`config.mk`:
```
export PLATFORM = sky130hd
export DESIGN_NAME = invo_freq_meter_flat
export DESIGN_NICKNAME = d
export VERILOG_FILES = /design/src/rtl/invo_freq_meter_if.sv /design/src/rtl/invo_freq_meter.sv /design/src/flat_wrapper.sv
export SDC_FILE = /design/constraint.sdc
export NUM_CORES = 1
export LEC_CHECK = 0
export CAP_MARGIN = 20
export CORE_MARGIN = 5
export CORE_UTILIZATION = 28
export CTS_CLUSTER_DIAMETER = 30
export DETAILED_ROUTE_END_ITERATION = 12
export DONT_BUFFER_PORTS = 1
export SKIP_CTS_REPAIR_TIMING = 1
export SYNTH_ARGS = -nofsm -noshare
export SYNTH_HDL_FRONTEND = slang
export SYNTH_SLANG_ARGS = --single-unit
```
`constraint.sdc`:
```
create_clock -name CLK_ext -period 4.8 [get_ports CLK_ext]
set_input_delay 0.72 -clock CLK_ext [delete_from_list [all_inputs] [get_ports CLK_ext]]
set_output_delay 0.72 -clock CLK_ext [all_outputs]
set_load 0.005 [all_outputs]
```
`src/rtl/invo_freq_meter_if.sv`:
```
// Control/result bus between the test logic (master) and invo_freq_meter (slave).
interface invo_freq_meter_if #(
    parameter int CW = 16
);
    logic          START;
    logic          BUSY;
    logic          DONE;
    logic [CW-1:0] COUNT;
    logic          OVF;

    modport master (output START, input BUSY, DONE, COUNT, OVF);
    modport slave  (input START, output BUSY, DONE, COUNT, OVF);
endinterface

```
`src/rtl/invo_freq_meter.sv`:
```
// Ring-oscillator frequency meter: init, release, settle, then count edges over a gate window.
// Optional continuous measurement mode is enabled by defining INVO_MEAS_CONT_EN.
module invo_freq_meter #(
    parameter int INIT_CYC   = 5,
    parameter int SETTLE_CYC = 4,
    parameter int GATE_CYC   = 1024,
    parameter int CW         = 16
) (
    input  logic             CLK_ext,
    input  logic             RSTn,
    input  logic             OSC_IN,
    output logic             OSC_INIT,
    invo_freq_meter_if.slave bus
);

    localparam int MAX_IS  = (INIT_CYC > SETTLE_CYC) ? INIT_CYC : SETTLE_CYC;
    localparam int MAX_CYC = (MAX_IS > GATE_CYC) ? MAX_IS : GATE_CYC;
    localparam int PW      = $clog2(MAX_CYC) + 1;

    typedef enum logic [2:0] {IDLE, INIT, SETTLE, GATE, REPORT} state_t;

    state_t        state;
    state_t        state_next;
    logic [PW-1:0] phase;
    logic          phase_end;
    logic          s1, s2, s3;
    logic          rise;
    logic [CW-1:0] edge_cnt;
    logic [CW-1:0] edge_inc;
    logic          ovf_flag;
    logic          ovf_inc;
    logic [CW-1:0] count_q;
    logic          ovf_q;
    logic          osc_init_c;
    logic          busy_c;
    logic          done_c;

    // Oscillator output is asynchronous; s3 only serves rising-edge detection.
    always_ff @(posedge CLK_ext or negedge RSTn) begin
        if (!RSTn) begin
            s1 <= 1'b0;
            s2 <= 1'b0;
            s3 <= 1'b0;
        end else begin
            s1 <= OSC_IN;
            s2 <= s1;
            s3 <= s2;
        end
    end

    assign rise = s2 & ~s3;

    always_ff @(posedge CLK_ext or negedge RSTn) begin
        if (!RSTn) begin
            state <= IDLE;
            phase <= '0;
        end else begin
            state <= state_next;
            if (state_next != state || state == IDLE)
                phase <= '0;
            else
                phase <= phase + PW'(1);
        end
    end

    always_comb begin
        state_next = state;
        phase_end  = 1'b0;
        osc_init_c = 1'b0;
        busy_c     = 1'b1;
        done_c     = 1'b0;
        case (state)
            IDLE: begin
                osc_init_c = 1'b1;
                busy_c     = 1'b0;
                if (bus.START)
                    state_next = INIT;
            end
            INIT: begin
                osc_init_c = 1'b1;
                phase_end  = (phase == PW'(INIT_CYC - 1));
                if (phase_end)
                    state_next = SETTLE;
            end
            SETTLE: begin
                phase_end = (phase == PW'(SETTLE_CYC - 1));
                if (phase_end)
                    state_next = GATE;
            end
            GATE: begin
                phase_end = (phase == PW'(GATE_CYC - 1));
                if (phase_end)
                    state_next = REPORT;
            end
            REPORT: begin
                done_c = 1'b1;
`ifdef INVO_MEAS_CONT_EN
                state_next = bus.START ? GATE : IDLE;
`else
                state_next = IDLE;
`endif
            end
            default: begin
                state_next = IDLE;
            end
        endcase
    end

    // Saturating increment; overflow means a rise arrived while already at all-ones.
    always_comb begin
        edge_inc = edge_cnt;
        ovf_inc  = ovf_flag;
        if (rise) begin
            if (&edge_cnt)
                ovf_inc = 1'b1;
            else
                edge_inc = edge_cnt + CW'(1);
        end
    end

    // The result registers load with the final gate-cycle value so they are valid during REPORT.
    always_ff @(posedge CLK_ext or negedge RSTn) begin
        if (!RSTn) begin
            edge_cnt <= '0;
            ovf_flag <= 1'b0;
            count_q  <= '0;
            ovf_q    <= 1'b0;
        end else if (state == GATE) begin
            edge_cnt <= edge_inc;
            ovf_flag <= ovf_inc;
            if (phase_end) begin
                count_q <= edge_inc;
                ovf_q   <= ovf_inc;
            end
        end else begin
            edge_cnt <= '0;
            ovf_flag <= 1'b0;
        end
    end

    assign OSC_INIT  = osc_init_c;
    assign bus.BUSY  = busy_c;
    assign bus.DONE  = done_c;
    assign bus.COUNT = count_q;
    assign bus.OVF   = ovf_q;

endmodule
```
`src/flat_wrapper.sv`:
```
// flat-port wrapper written by rule: the top's interface ports become plain ports
module invo_freq_meter_flat 
#(
    parameter int INIT_CYC   = 5,
    parameter int SETTLE_CYC = 4,
    parameter int GATE_CYC   = 1024,
    parameter int CW         = 16
)
  (CLK_ext, RSTn, OSC_IN, OSC_INIT, bus_START, bus_BUSY, bus_DONE, bus_COUNT, bus_OVF);
  invo_freq_meter_if #(.CW(CW)) bus_i ();
  input  logic CLK_ext;
  input  logic RSTn;
  input  logic OSC_IN;
  output logic OSC_INIT;
  input wire logic [$bits(bus_i.START)-1:0] bus_START;
  output wire logic [$bits(bus_i.BUSY)-1:0] bus_BUSY;
  output wire logic [$bits(bus_i.DONE)-1:0] bus_DONE;
  output wire logic [$bits(bus_i.COUNT)-1:0] bus_COUNT;
  output wire logic [$bits(bus_i.OVF)-1:0] bus_OVF;
  assign bus_i.START = bus_START;
  assign bus_BUSY = bus_i.BUSY;
  assign bus_DONE = bus_i.DONE;
  assign bus_COUNT = bus_i.COUNT;
  assign bus_OVF = bus_i.OVF;
  invo_freq_meter #(.INIT_CYC(INIT_CYC), .SETTLE_CYC(SETTLE_CYC), .GATE_CYC(GATE_CYC), .CW(CW)) u_core (.CLK_ext(CLK_ext), .RSTn(RSTn), .OSC_IN(OSC_IN), .OSC_INIT(OSC_INIT), .bus(bus_i));
endmodule
```
== Word-level counts from Yosys, hierarchy flattened ==
Index checks and enable logic that the tools add are counted.

* Register bits: 51

* Add/subtract/negate cells: 2
* Eq/ne operators: 8
* Muxes and demuxes: 16
* Bitwise operators: 2
* Reduce and logical (&&, ||, !) cells: 5

{| class="wikitable"
|+ Operators with widths
! kind !! count
|-
| 2-to-1 mux 16 bit || 3
|-
| adder 16 x 1 -> 16 bit (second input constant) || 1
|-
| AND reduction 16 bit || 1
|-
| 2-to-1 mux 3 bit || 4
|-
| case mux 3 bit (4 select lines) || 1
|-
| adder 11 x 1 -> 11 bit (second input constant) || 1
|-
| equality test 11 x 10 -> 1 bit (second input constant) || 1
|-
| equality test 11 x 2 -> 1 bit (second input constant) || 1
|-
| equality test 11 x 3 -> 1 bit (second input constant) || 1
|-
| 2-to-1 mux 11 bit || 1
|-
| equality test 3 x 2 -> 1 bit (second input constant) || 2
|-
| 2-to-1 mux 1 bit || 6
|-
| equality test 3 x 1 -> 1 bit (second input constant) || 1
|-
| equality test 3 bit (second input constant) || 1
|-
| zero test 3 bit || 1
|-
| inequality test 3 bit || 1
|-
| case mux 1 bit (3 select lines) || 1
|-
| AND reduction 2 bit || 1
|-
| OR reduction 2 bit || 1
|-
| bitwise AND 1 bit || 1
|-
| logical OR 1 bit || 1
|-
| NOT 1 bit || 1
|}

== Depth between registers and ports, before layout ==
* Depth after elaboration: 6
* Depth in mapped cells: 7
* Gate-level depth less buffers: 6

== Worst setup path before layout ==
No wires, ideal clock.

* Path kind: register to register
* Start point: register u_core.phase[0]
* End point: register u_core.count_q[9] (netlist: u_core.bus.COUNT[9])
* Setup time: 0.069 ns
* Arrival: 1.934 ns
* Data required time: 4.731 ns
* Slack: 2.797 ns
* Stages on the path, launching flop included: 7
* Path buffers: 1
* Clock period less this slack: 2.003 ns
* Path through: dfrtp_1 > ha_1 > nand3_1 > or4_4 > buf_6 > or4_1 > nand3_1

* Cells in the longest elaborated chain, start to end: 3
* Elaborated cells between the ends (all ways): 5

{| class="wikitable"
|+ Ends and longest elaborated chain
! item !! line !! RTL
|-
| start, declared || invo_freq_meter.sv:24 || <nowiki>logic [PW-1:0] phase;</nowiki>
|-
| start signal, assigned || invo_freq_meter.sv:62 || <nowiki>phase <= phase + PW'(1);</nowiki>
|-
| equality test 11 x 10 -> 1 bit, or another cell as far along || invo_freq_meter.sv:91 || <nowiki>phase_end = (phase == PW'(GATE_CYC - 1));</nowiki>
|-
| case mux 1 bit (3 select lines) * || invo_freq_meter.sv:72 || <nowiki>case (state)</nowiki>
|-
| AND reduction 2 bit (no line) * || -- ||
|-
| end signal, assigned || invo_freq_meter.sv:132 || <nowiki>count_q <= edge_inc;</nowiki>
|-
| end, declared || invo_freq_meter.sv:32 || <nowiki>logic [CW-1:0] count_q;</nowiki>
|}

Every way passes the cells marked *; elsewhere a longest branch is shown, timed or not.
A chain may end at the register's enable or synchronous reset.

== Worst setup path after layout ==
* Start point: register u_core.state[2]
* End point: register u_core.count_q[8] (netlist: u_core.bus.COUNT[8])

* Cells in the longest elaborated chain, start to end: 3
* Elaborated cells between the ends (all ways): 5

{| class="wikitable"
|+ Ends and longest elaborated chain
! item !! line !! RTL
|-
| start, declared || invo_freq_meter.sv:22 || <nowiki>state_t state;</nowiki>
|-
| start signal, assigned || invo_freq_meter.sv:58 || <nowiki>state <= state_next;</nowiki>
|-
| equality test 3 x 2 -> 1 bit, or another cell as far along || invo_freq_meter.sv:72, invo_freq_meter.sv:128 ||
|-
| case mux 1 bit (3 select lines) || invo_freq_meter.sv:72 ||
|-
| AND reduction 2 bit (no line) * || -- ||
|}

Marks and branches as above.

==> metrics.md <==
| Metric | Value |
|---|---|
| Status | completed |
| HP Class | in2async |
| CP Launch Type | flop |
| # DRC | 0 |
| R2R depth | 4 |
| CP Max Fanout | 23 |
| First-pass GRT wire length | 8900 um |
| 1st-iter DRT viols | around 110 |
| Root Buffer | clkbuf_8 |
| Port bufs | 0 |
| Post-layout min period | about 2.7 ns |
| Cell area power density | 286 nW/um2 |
| Core Box Area | roughly 8600 um2 |
| TNS Setup | 0 ns |
| Largest net degree at the start of global routing | 52 |
| Total track usage | 0.105 |
| FILL cells | about 900 |
| Initial core utilization | 0.283 |
| Syn. warnings | 0 |
| Nature of the critical path endpoint | flop |
| Synthesized flop and latch total | 51 |
| Post-DP HPWL | 3630 um |
| RD Place Congestion | ~0.85 |
| Top FF cell, synth | dfrtp_1 |
| Fin crit share | 0.559 |
| Max-Slew Margin vs Limit | 0.436 |
| Routed vias/inst | ~5.2 |
| Yosys cell types | 44 |
| Number of global-route vias before repair | between 1500 and 2000 |
| Die Y | 103 um |
| Top Family by Delay on Critical Path | simple AND/OR/NAND/NOR gates |
| CP max stage delay | just under 0.9 ns |
| WL final | 5190 um |
| RSZ-0062 raised after global routing | no |
| # clock sinks | 51 |
| Post-Synthesis Cells | 249 |
| Antenna Nets Post-Route | 0 |
| Initial antenna violation count | 0 |
| Leakage | 1.10 nW |
| Synth async-reset ratio | 1.00 |
| EDFF count, synth | 0 |
| Post-Synthesis Net Count | approximately 260 |
| R2R Path End | u_core.bus.COUNT[8]$_DFFE_PN0P_ |
| Layout cells sized above 1 | 0.0560 |
| Ports | 24 |
| CTS H-tree lvls | 2 |
| Origin of the critical flop-to-flop path | u_core.state[2]$_DFF_PN0_ |
| Critical Path RT | 5.04 ns |
| Pre-Repair DR Iteration Count | 4 |
| Mapped Area | about 2400 um2 |
| Crit path launch | u_core.state[2]$_DFF_PN0_ |
| Max Clock Freq | approximately 370 MHz |
| CTS tree | built |
| Worst-Skew Late Latency | about 0.3 ns |
| Inserted Clock Buffers | 5 |
| Vias post-DR | 1859 |
| Clk_skew | 0.00655 ns |
| Crit path cell chain | nand3b_1 > or4_4 > or4_1 > nand3_1 |
| Die footprint | between 10000 and 15000 um2 |
| Setup violators final | 0 |
| CTS Buffer Depth | 2 |
| Max-cap violations | 0 |
| Hold Violations, Final | 0 |
| Area delta synth->final | 8.33% |
| Sequential area share after synthesis | 0.524 |
| Per-cell routed wire length | 14.5 um |
| # rows | 34 |
| Worst vdd ir | around 0.11 mV |
| Mean area per synthesized cell | just under 10 um2 |
| CP Buf/Inv Count | 0 |
| Crit path DAT | 2.92 ns |
| Nets | between 200 and 300 |
| GR Overflow Total | 0 |
| Tightest hold margin | 0.105 ns |
| Slowest CP cell | or4_4 |
| Setup CP Type | reg2reg |
| Fin. max-slew vios | 0 |
| R2R setup slack | roughly 2.1 ns |
| Worst-Margin Slew | approximately 0.84 ns |
| Ant. Diodes | 0 |
| Die W | 103 um |
| Clock slew at reported path FFs | 0.09 ns |
==> metrics by stage <==
step	worst slack, ns	std cells	util	total power [mW]	area [um2]
after floorplan	2.80	249	-	0.497	2430
after global placement	2.15	350	0.296	0.508	2540
after detailed placement	2.11	350	0.296	0.510	2540
after CTS	2.08	357	0.306	0.762	2630
after global routing	1.88	358	0.307	0.788	2640
final	2.12	358	0.307	0.753	2640
==> worst register-to-register path, delay by kind of cell (launching register included) <==
kind / cells / cell delay [ns]
and+or+nand+nor: 4 / 2.18
DFF: 1 / 0.44
==> cells in the mapped netlist (all sizes together) (2+ instances only) <==
cell,number,area (um2)
or3,10,62.6
nor2,28,105
xor2,4,35.0
nor3,5,25.0
and2,2,12.5
nand3,13,65.1
a31oi,7,43.8
and3,6,37.5
o211ai,4,30.0
clkbuf,6,22.5
inv,5,18.8
and4,3,26.3
nand4,11,75.1
or3b,2,17.5
dfrtp,51,1280
nand2,19,71.3
xnor2,4,35.0
nand3b,3,22.5
a21oi,14,70.1
o31ai,3,22.5
a41oi,3,26.3
o21ai,15,75.1
nor4,5,31.3
ha,3,37.5
buf,2,16.3
or4,6,48.8
==> power by group <==
part	internal [mW]	switching (mW)	total (mW)
registers	0.445	0.0201	0.465
clock network	0.113	0.137	0.250
logic	0.0147	0.0227	0.0374
==> layout make-up <==
cell class | instances | area [um2] | area share
inverter | 6 | 22.5 | 0.00854
sequential | 51 | 1280 | 0.484
multi-input combinational | 184 | 1100 | 0.418
timing repair buffer | 2 | 12.5 | 0.00475
tap | 108 | 135 | 0.0513
clock buffer | 6 | 82.6 | 0.0313
clock inverter | 1 | 5.00 | 0.00190
==> registers in the layout, summed over array words and instances (netlist names) <==
register,count
u_core.phase,11
u_core.bus.COUNT,16
u_core.s1,1
u_core.ovf_flag,1
u_core.edge_cnt,16
u_core.s2,1
u_core.state,3
u_core.s3,1
u_core.bus.OVF,1
==> cell usage in the layout, fill, tap and decap left out, types with 4 or more instances in the layout <==
master	count
and3_1	6
nor4_1	4
dfrtp_1	51
xnor2_1	4
nor2_1	28
nor3_1	5
nand2_1	19
xor2_1	4
nand3_1	13
nand4_1	10
clkbuf_8	6
or3_1	10
inv_1	5
a31oi_1	7
or4_1	5
o211ai_1	4
o21ai_0	15
a21oi_1	14
==> routing by layer <==
| metal | GRT usage | part of all wire | vias to the layer above |
|---|---|---|---|
| met1 | 0.136 | 0.46 | 893 |
| met4 | 0.0299 | 0.0096 | 0 |
| met3 | 0.0329 | 0.058 | 6 |
| li1 | - | - | 928 |
| met2 | 0.169 | 0.47 | 32 |
| met5 | 0 | 0 | - |
==> worst max-delay path by stage <==
stage | end | slack [ns] | cells past startpoint
after floorplan | u_core.bus.COUNT[9]$_DFFE_PN0P_ | 2.80 | 6
after global placement | u_core.bus.COUNT[8]$_DFFE_PN0P_ | 2.15 | 4
after detailed placement | u_core.bus.COUNT[8]$_DFFE_PN0P_ | 2.11 | 5
after CTS | u_core.bus.COUNT[9]$_DFFE_PN0P_ | 2.08 | 5
after global routing | u_core.bus.COUNT[9]$_DFFE_PN0P_ | 1.88 | 5
final | u_core.bus.COUNT[8]$_DFFE_PN0P_ | 2.12 | 4
==> cells by family (layout without fill, tap and decap cells) <==
logic type,after synthesis,in the layout,synth area share
AOI/OAI and AO/OA,51,51,0.128
xor gates and xnor gates,8,8,0.0288
adders and majority gates,3,3,0.0154
buffers and inverters,14,15,0.0252
DFF,51,51,0.524
muxes,1,1,0.00411
and+or+nand+nor,121,121,0.274
No activity file was read; power rests on OpenSTA's default activity.
